## src/rtl/bus_master_req_if.sv

```systemverilog
// Command, status and bus-side signals of one bus master requester.
// master: the requester itself; slave: the local agent / arbiter side.
interface bus_master_req_if #(
   parameter int LEN_W = 4
);
   logic             cmd_valid;
   logic             cmd_ready;
   logic [LEN_W-1:0] cmd_len;
   logic             data_stall;
   logic             gnt;
   logic             req;
   logic             frame;
   logic             irdy;
   logic             bus_oe;
   logic             beat;
   logic [LEN_W-1:0] beat_idx;
   logic             xfer_done;
   logic             gnt_err;
   logic             busy;

   modport master (
      input  cmd_valid, cmd_len, data_stall, gnt,
      output cmd_ready, req, frame, irdy, bus_oe, beat, beat_idx, xfer_done, gnt_err, busy
   );

   modport slave (
      output cmd_valid, cmd_len, data_stall, gnt,
      input  cmd_ready, req, frame, irdy, bus_oe, beat, beat_idx, xfer_done, gnt_err, busy
   );
endinterface

```

## src/rtl/bus_master_req.sv

```systemverilog
// Bus master requester: command -> req/gnt -> frame/irdy burst -> one-cycle frame&&irdy done.
// All outputs registered; req falls 1 cycle after acceptance; commands held off (cmd_ready=0) outside IDLE.
module bus_master_req #(
   parameter int LEN_W       = 4,
   parameter int GNT_TIMEOUT = 16
) (
   input  logic             clk,
   input  logic             reset,
   bus_master_req_if.master bus
);

   localparam int                WAIT_W    = $clog2(GNT_TIMEOUT);
   localparam logic [WAIT_W-1:0] WAIT_LAST = WAIT_W'(GNT_TIMEOUT - 1);

   typedef enum logic [2:0] {
      S_IDLE,
      S_REQ,
      S_XFER,
      S_DONE,
      S_ABORT
   } state_t;

   state_t            state_q, state_d;
   logic [LEN_W-1:0]  len_q, len_d;
   logic [LEN_W-1:0]  cnt_q, cnt_d;
   logic [WAIT_W-1:0] wait_q, wait_d;
   logic              last_q, last_d;

   logic             cmd_ready_d, busy_d;
   logic             req_d, frame_d, irdy_d, bus_oe_d;
   logic             beat_d, xfer_done_d, gnt_err_d;
   logic [LEN_W-1:0] beat_idx_d;

   always_ff @(posedge clk or posedge reset) begin
      if (reset) begin
         state_q       <= S_IDLE;
         len_q         <= '0;
         cnt_q         <= '0;
         wait_q        <= '0;
         last_q        <= 1'b0;
         bus.cmd_ready <= 1'b1;
         bus.busy      <= 1'b0;
         bus.req       <= 1'b1;
         bus.frame     <= 1'b1;
         bus.irdy      <= 1'b0;
         bus.bus_oe    <= 1'b0;
         bus.beat      <= 1'b0;
         bus.beat_idx  <= '0;
         bus.xfer_done <= 1'b0;
         bus.gnt_err   <= 1'b0;
      end else begin
         state_q       <= state_d;
         len_q         <= len_d;
         cnt_q         <= cnt_d;
         wait_q        <= wait_d;
         last_q        <= last_d;
         bus.cmd_ready <= cmd_ready_d;
         bus.busy      <= busy_d;
         bus.req       <= req_d;
         bus.frame     <= frame_d;
         bus.irdy      <= irdy_d;
         bus.bus_oe    <= bus_oe_d;
         bus.beat      <= beat_d;
         bus.beat_idx  <= beat_idx_d;
         bus.xfer_done <= xfer_done_d;
         bus.gnt_err   <= gnt_err_d;
      end
   end

   // Outputs are decoded from the state being entered, so they line up with state_q after the edge.
   always_comb begin
      state_d     = state_q;
      len_d       = len_q;
      cnt_d       = cnt_q;
      wait_d      = wait_q;
      last_d      = last_q;
      req_d       = 1'b1;
      frame_d     = 1'b1;
      irdy_d      = 1'b0;
      bus_oe_d    = 1'b0;
      beat_d      = 1'b0;
      beat_idx_d  = '0;
      xfer_done_d = 1'b0;
      gnt_err_d   = 1'b0;

      case (state_q)
         S_IDLE: begin
            if (bus.cmd_valid) begin
               state_d = S_REQ;
               len_d   = bus.cmd_len;
               cnt_d   = '0;
               wait_d  = '0;
               last_d  = 1'b0;
            end
         end
         S_REQ: begin
            if (!bus.gnt) begin
               state_d = S_XFER;
            end else if (wait_q == WAIT_LAST) begin
               state_d = S_ABORT;
            end else begin
               wait_d = wait_q + WAIT_W'(1);
            end
         end
         S_XFER: begin
            // A lost grant beats everything, including a pending final beat.
            if (bus.gnt) begin
               state_d = S_ABORT;
            end else if (last_q) begin
               state_d = S_DONE;
            end
         end
         S_DONE:  state_d = S_IDLE;
         S_ABORT: state_d = S_IDLE;
         default: state_d = S_IDLE;
      endcase

      // The counter saturates at len_q; last_q marks that the final beat has gone out.
      if (state_d == S_XFER && !bus.data_stall) begin
         beat_d     = 1'b1;
         beat_idx_d = cnt_q;
         if (cnt_q == len_q) begin
            last_d = 1'b1;
         end else begin
            cnt_d = cnt_q + LEN_W'(1);
         end
      end

      case (state_d)
         S_REQ: req_d = 1'b0;
         S_XFER: begin
            req_d    = 1'b0;
            bus_oe_d = 1'b1;
            frame_d  = 1'b0;
            irdy_d   = bus.data_stall;
         end
         S_DONE: begin
            irdy_d      = 1'b1;
            bus_oe_d    = 1'b1;
            xfer_done_d = 1'b1;
         end
         S_ABORT: gnt_err_d = 1'b1;
         default: ;
      endcase

      cmd_ready_d = (state_d == S_IDLE);
      busy_d      = (state_d != S_IDLE);
   end

endmodule
```

## src/flat_wrapper.sv

```systemverilog
// flat-port wrapper written by rule: the top's interface ports become plain ports
module bus_master_req_flat 
#(
   parameter int LEN_W       = 4,
   parameter int GNT_TIMEOUT = 16
)
  (clk, reset, bus_cmd_valid, bus_cmd_len, bus_data_stall, bus_gnt, bus_cmd_ready, bus_req, bus_frame, bus_irdy, bus_bus_oe, bus_beat, bus_beat_idx, bus_xfer_done, bus_gnt_err, bus_busy);
  bus_master_req_if #(.LEN_W(LEN_W)) bus_i ();
  input  logic clk;
  input  logic reset;
  input wire logic [$bits(bus_i.cmd_valid)-1:0] bus_cmd_valid;
  input wire logic [$bits(bus_i.cmd_len)-1:0] bus_cmd_len;
  input wire logic [$bits(bus_i.data_stall)-1:0] bus_data_stall;
  input wire logic [$bits(bus_i.gnt)-1:0] bus_gnt;
  output wire logic [$bits(bus_i.cmd_ready)-1:0] bus_cmd_ready;
  output wire logic [$bits(bus_i.req)-1:0] bus_req;
  output wire logic [$bits(bus_i.frame)-1:0] bus_frame;
  output wire logic [$bits(bus_i.irdy)-1:0] bus_irdy;
  output wire logic [$bits(bus_i.bus_oe)-1:0] bus_bus_oe;
  output wire logic [$bits(bus_i.beat)-1:0] bus_beat;
  output wire logic [$bits(bus_i.beat_idx)-1:0] bus_beat_idx;
  output wire logic [$bits(bus_i.xfer_done)-1:0] bus_xfer_done;
  output wire logic [$bits(bus_i.gnt_err)-1:0] bus_gnt_err;
  output wire logic [$bits(bus_i.busy)-1:0] bus_busy;
  assign bus_i.cmd_valid = bus_cmd_valid;
  assign bus_i.cmd_len = bus_cmd_len;
  assign bus_i.data_stall = bus_data_stall;
  assign bus_i.gnt = bus_gnt;
  assign bus_cmd_ready = bus_i.cmd_ready;
  assign bus_req = bus_i.req;
  assign bus_frame = bus_i.frame;
  assign bus_irdy = bus_i.irdy;
  assign bus_bus_oe = bus_i.bus_oe;
  assign bus_beat = bus_i.beat;
  assign bus_beat_idx = bus_i.beat_idx;
  assign bus_xfer_done = bus_i.xfer_done;
  assign bus_gnt_err = bus_i.gnt_err;
  assign bus_busy = bus_i.busy;
  bus_master_req #(.LEN_W(LEN_W), .GNT_TIMEOUT(GNT_TIMEOUT)) u_core (.clk(clk), .reset(reset), .bus(bus_i));
endmodule
```

## config.mk

```make
export PLATFORM = sky130hd
export DESIGN_NAME = bus_master_req_flat
export DESIGN_NICKNAME = d
export VERILOG_FILES = /design/src/rtl/bus_master_req_if.sv /design/src/rtl/bus_master_req.sv /design/src/flat_wrapper.sv
export SDC_FILE = /design/constraint.sdc
export NUM_CORES = 1
export LEC_CHECK = 0
export ABC_AREA = 1
export CAP_MARGIN = 20
export CORE_MARGIN = 4
export CORE_UTILIZATION = 49
export CTS_CLUSTER_DIAMETER = 100
export DETAILED_ROUTE_END_ITERATION = 6
export GPL_ROUTABILITY_DRIVEN = 0
export HOLD_SLACK_MARGIN = 0.06
export PLACE_DENSITY_LB_ADDON = 0.2
export SYNTH_ARGS = -nofsm -noshare
export SYNTH_HDL_FRONTEND = slang
export SYNTH_SLANG_ARGS = --single-unit
```

## constraint.sdc

```tcl
create_clock -name clk -period 3.33 [get_ports clk]
set_clock_uncertainty 0.15 [all_clocks]
set_input_delay 0.666 -clock clk [delete_from_list [all_inputs] [get_ports clk]]
set_output_delay 0.666 -clock clk [all_outputs]
set_load 0.02 [all_outputs]
```

Yosys cells after proc, flatten, opt, wreduce, memory -nomap -nowiden --
Index checks and enable logic that the tools add are counted.
Word-level totals: flip-flop bits (word level) 29, output and inout bits 13, logic and storage cells 64
Operators by class: $add $sub $neg 2, equality and inequality tests 11, mux-type cells 26, reduce and logical (&&, ||, !) cells 10
Operators by type and width (count):
- 4-bit 2-to-1 mux | 8
- 3-bit 2-to-1 mux | 5
- 1-bit 2-to-1 mux | 10
- 3-bit by 2-bit equality test with 1-bit output (second input constant) | 3
- 3-bit case mux with 3 select lines | 1
- 4-bit by 1-bit adder with 4-bit output (second input constant) | 2
- 4-bit case mux with 2 select lines | 1
- 3-bit by 1-bit equality test with 1-bit output (second input constant) | 2
- 3-bit logical NOT | 2
- 2-bit != test (second input constant) | 3
- 4-bit equality test | 1
- 4-bit equality test (second input constant) | 1
- 4-bit AND reduction | 1
- 2-bit OR reduction | 2
- 3-bit equality test (second input constant) | 1
- 3-bit nonzero test | 1
- 1-bit case mux with 2 select lines | 1
- 2-bit AND reduction | 1
- 2-bit nonzero test | 1
- 1-bit logical AND | 1
- 1-bit logical NOT | 1

Depth between registers and ports, before layout --
word-level depth 7, mapped depth 9, mapped depth without buffers 8

Worst setup path after synthesis --
No wires, ideal clock.
path type input to register, start point input port bus_gnt, end point register u_core.cnt_q[0], library setup time 117 ps, data arrival time 1393 ps, required time 3063 ps, slack 1670 ps, stages on the path 6, buffers on the path 0, cells stage by stage inv_1 -> nand4_1 -> nand2_1 -> nand4_2 -> nand2_1 -> nand2_1
On the way: cells in the longest elaborated chain, start to end 5
Ends and longest elaborated chain:
- from (decl) | line flat_wrapper.sv:14 | input wire logic [$bits(bus_i.gnt)-1:0] bus_gnt;
- 3-bit 2-to-1 mux (on tied branches) | line bus_master_req.sv:107, bus_master_req.sv:97
- 3-bit case mux with 3 select lines * | line bus_master_req.sv:86 | case (state_q)
- net u_core.state_d[1] | line bus_master_req.sv:23 | state_t state_q, state_d;
- 3-bit by 2-bit equality test with 1-bit output * | line bus_master_req.sv:119 | if (state_d == S_XFER && !bus.data_stall) begin
- 1-bit logical AND * | line bus_master_req.sv:119
- 4-bit 2-to-1 mux * | line bus_master_req.sv:119
- net u_core.cnt_d[0] | line bus_master_req.sv:25 | logic [LEN_W-1:0] cnt_q, cnt_d;
- to (signal assigned) | line bus_master_req.sv:54 | cnt_q <= cnt_d;
- to (decl) | line bus_master_req.sv:25
The timed path passes the listed nets; every way through them passes the cells marked *. A chain may end at the register's enable or synchronous reset.

Worst setup path in the final report --
start point register u_core.bus.frame, end point output port bus_frame
RTL lines:
- from (decl) | line bus_master_req_if.sv:23 | output cmd_ready, req, frame, irdy, bus_oe, beat, beat_idx, xfer_done, gnt_err, busy
- from (signal assigned) | line bus_master_req.sv:60 | bus.frame <= frame_d;
- to (decl) | line flat_wrapper.sv:17 | output wire logic [$bits(bus_i.frame)-1:0] bus_frame;
No word-level cell between the ends.

==> key figures <==
Layout
  – Most common cell after layout, fill and taps aside: nand2_1
  – Highest-count cells in the layout ignoring fill and taps: nand2_1, dfrtp_1, clkdlybuf4s50_1
  – Multi-input logic area: 548 µm²
  – Register area: 729 µm²
  – NumNets Final: 184
  – Non-filler instance count after layout: 204
  – Fill cells: 204
  – Share of cells above drive strength 1: 14.9%
  – Number of inserted diodes: 0
  – Area growth syn-to-layout: 24.1%

Outcome
  – Outcome: finished, final reports clean

Clock network
  – H-tree levels: 2
  – Total CTS buffers: 5
  – Cts hold-fix bufs: 0
  – Worst skew pair latency: 320 ps
  – Post-CTS setup buffers: 0
  – Clock sinks: 29
  – TritonCTS clock tree: done
  – Resized Gates After CTS: 0
  – Longest Clk Path Bufs: 2
  – Clk root buf: clkbuf_4
  – CTS clk-pin slew, worst paths: 90 ps

Drt
  – Drt pass-1 iters: 4
  – Via density: 5.07
  – DR iter-0 viols: 23
  – Vias: 1034
  – Drt wl/cell: 12.0 µm
  – DRT antenna net count: 0
  – Drt drc: 0
  – Routed WL: 2440 µm

Logic synthesis
  – Share of the synthesized area in the top cell type: 47.6%
  – Synth area leaders: dfrtp_1, nand2_1, dfstp_2
  – Sequential share of the synthesized area: 53.3%
  – Compound-Gate Fraction of Synth Area: 4.76%
  – Number of distinct library cells after synthesis: 21
  – Synth Area in XOR/XNOR: 3.84%
  – Syn Nets: 156
  – Top cell type by total area after synthesis: dfrtp_1
  – Post-Synth Adder-Cell Area: 1.83%
  – Main combinational cell family by area after synthesis: simple AND/OR/NAND/NOR gates
  – Syn Inst Count: 145
  – Synth Cell Area: 1370 µm²
  – Yosys Warn Count: 0
  – Post-synthesis mux area share: 0%
  – Synth Register Bits: 29
  – Simple-gate share of the synthesized area: 29.6%
  – Avg Cell Area, Syn: 9.43 µm²

Setup path
  – CP max-delay cell: clkdlybuf4s50_1
  – CP endpoint kind: output port
  – CP Max Fanout: 1
  – Crit path largest cell delay: 590 ps
  – Crit-path leading delay family: buffers and inverters
  – Buffer and inverter count on the worst path: 1
  – Worst Path Arrival: 1440 ps
  – Critical-path cell list: clkdlybuf4s50_1
  – Required time worst endpoint: 2510 ps
  – Critical path type: register to output port
  – Crit start category: register
  – R2R Setup Slk: 1740 ps

Placement
  – Placed Instances: 196
  – Final HPWL DP: 1820 µm
  – IO buf count: 21

GRT
  – Vias in the first global route: 996
  – GR Layer Usage met1: 18.1%
  – First-pass GRT wire length: 4220 µm
  – GRT Util Overall: 16.1%
  – Grt met3 use: 6.60%
  – Layer with the highest usage: met2
  – Global routing usage on met2: 27.0%
  – Largest net degree at the start of global routing: 30
  – Total global routing overflow: 0
  – Initial antenna violation count: 0

Timing
  – Achievable Freq: 443 MHz
  – Crit share post-route: 67.7%
  – Final Hold Fails: 0
  – Fin crit period: 2260 ps
  – Setup Total Neg Slack: 0 ps
  – Worst Tran Pin Value: 354 ps
  – Final setup fails: 0
  – RSZ-0062 raised after global routing: false
  – Max-Slew Margin vs Limit: 76.4%
  – Max-slew violation total from the final report: 0

Pwr
  – Switching share of power: 38.4%
  – Combinational group share of total power: 39.6%
  – Max VDD drop: 0.561 mV
  – Proportion of power drawn by the clock network: 21.8%
  – Total power: 0.00139 W
  – Flop pwr share: 38.6%
  – Leakage power: 0.840 nW
  – Power Internal: 0.000856 W
  – Sw power: 0.000532 W
  – Power Density: 818 nW/µm²

Die
  – Die area: 3700 µm²
  – Die W: 60.8 µm
  – Initial core utilization: 53.3%
  – # IOs: 22
  – Core ar.: 2570 µm²
  – Die Span Y: 60.8 µm
  – Rows: 18

Worst hold path
  – Min-Delay Path Class: register to register

Job
  – Max Cap Viol: 0
-- cells in the mapped netlist --
library cell / n
inv_2: 2
dfstp_2: 3
nor2_4: 2
nor2_2: 4
o21ai_0: 9
nor2_1: 9
nand2_4: 1
xor2_1: 6
ha_1: 2
nor3_4: 1
nand3_4: 3
nand4_2: 1
nor2_8: 1
inv_1: 19
buf_6: 1
nand3_1: 9
nand4_1: 3
a21oi_1: 4
dfrtp_1: 26
nor3_1: 1
nand2_1: 38
-- path summary, 6_finish.rpt --
path | end | start | depth (start not counted)
max | bus_frame | u_core.bus.frame | 1
min | u_core.last_q | u_core.last_q | 2
max reg2reg | u_core.cnt_q[1] | u_core.cnt_q[2] | 7
min reg2reg | u_core.last_q | u_core.last_q | 2
max in group asynchronous | u_core.bus.cmd_ready | reset | 3
min in group asynchronous | u_core.bus.beat_idx[1] | reset | 3
-- flip-flops by register name, summed over array words and instances, names as in the netlist, 3 cells and up --
register,flops
u_core.bus.beat_idx,4
u_core.cnt_q,4
u_core.len_q,4
u_core.wait_q,4
u_core.state_q,3
-- layout make-up --
cell class / count / area share (%)
clock buffer: 7 / 3.24
sequential: 29 / 43.0
timing repair buffer: 22 / 12.8
multi-input combinational: 94 / 32.3
inverter: 21 / 4.65
clock inverter: 1 / 1.77
tap: 30 / 2.21
-- power groups by stage --
stage / Combinational, W / Clock [W] / Sequential [W]
floorplan: 0.000351 / 0 / 0.000586
global placement: 0.000537 / 0 / 0.000539
detailed placement: 0.000550 / 0 / 0.000543
CTS: 0.000552 / 0.000311 / 0.000537
global route: 0.000612 / 0.000328 / 0.000551
finish: 0.000549 / 0.000303 / 0.000536
-- cells by family after synthesis --
family	count (synthesis)
simple gates	73
flops	29
buf+inv	22
compound gates	13
xor+xnor	6
fa+ha+maj	2
-- through the flow --
| step | instance area (µm²) | utilization [%] | hold WS, ps | setup slack, ps |
|---|---|---|---|---|
| floorplan | 1370 | - | 294 | 1670 |
| global placement | 1610 | 62.8 | 329 | 1060 |
| detailed placement | 1610 | 62.8 | 324 | 998 |
| CTS | 1700 | 66.1 | 349 | 1060 |
| global route | 1700 | 66.1 | 403 | 1010 |
| finish | 1700 | 66.1 | 344 | 1070 |
-- routing by layer --
metal / wire length (µm) / vias up
met5: 0 / -
met4: 46 / 0
met3: 158 / 6
met2: 1130 / 28
met1: 1110 / 485
li1: - / 515
(Power assumes the default switching activity.)
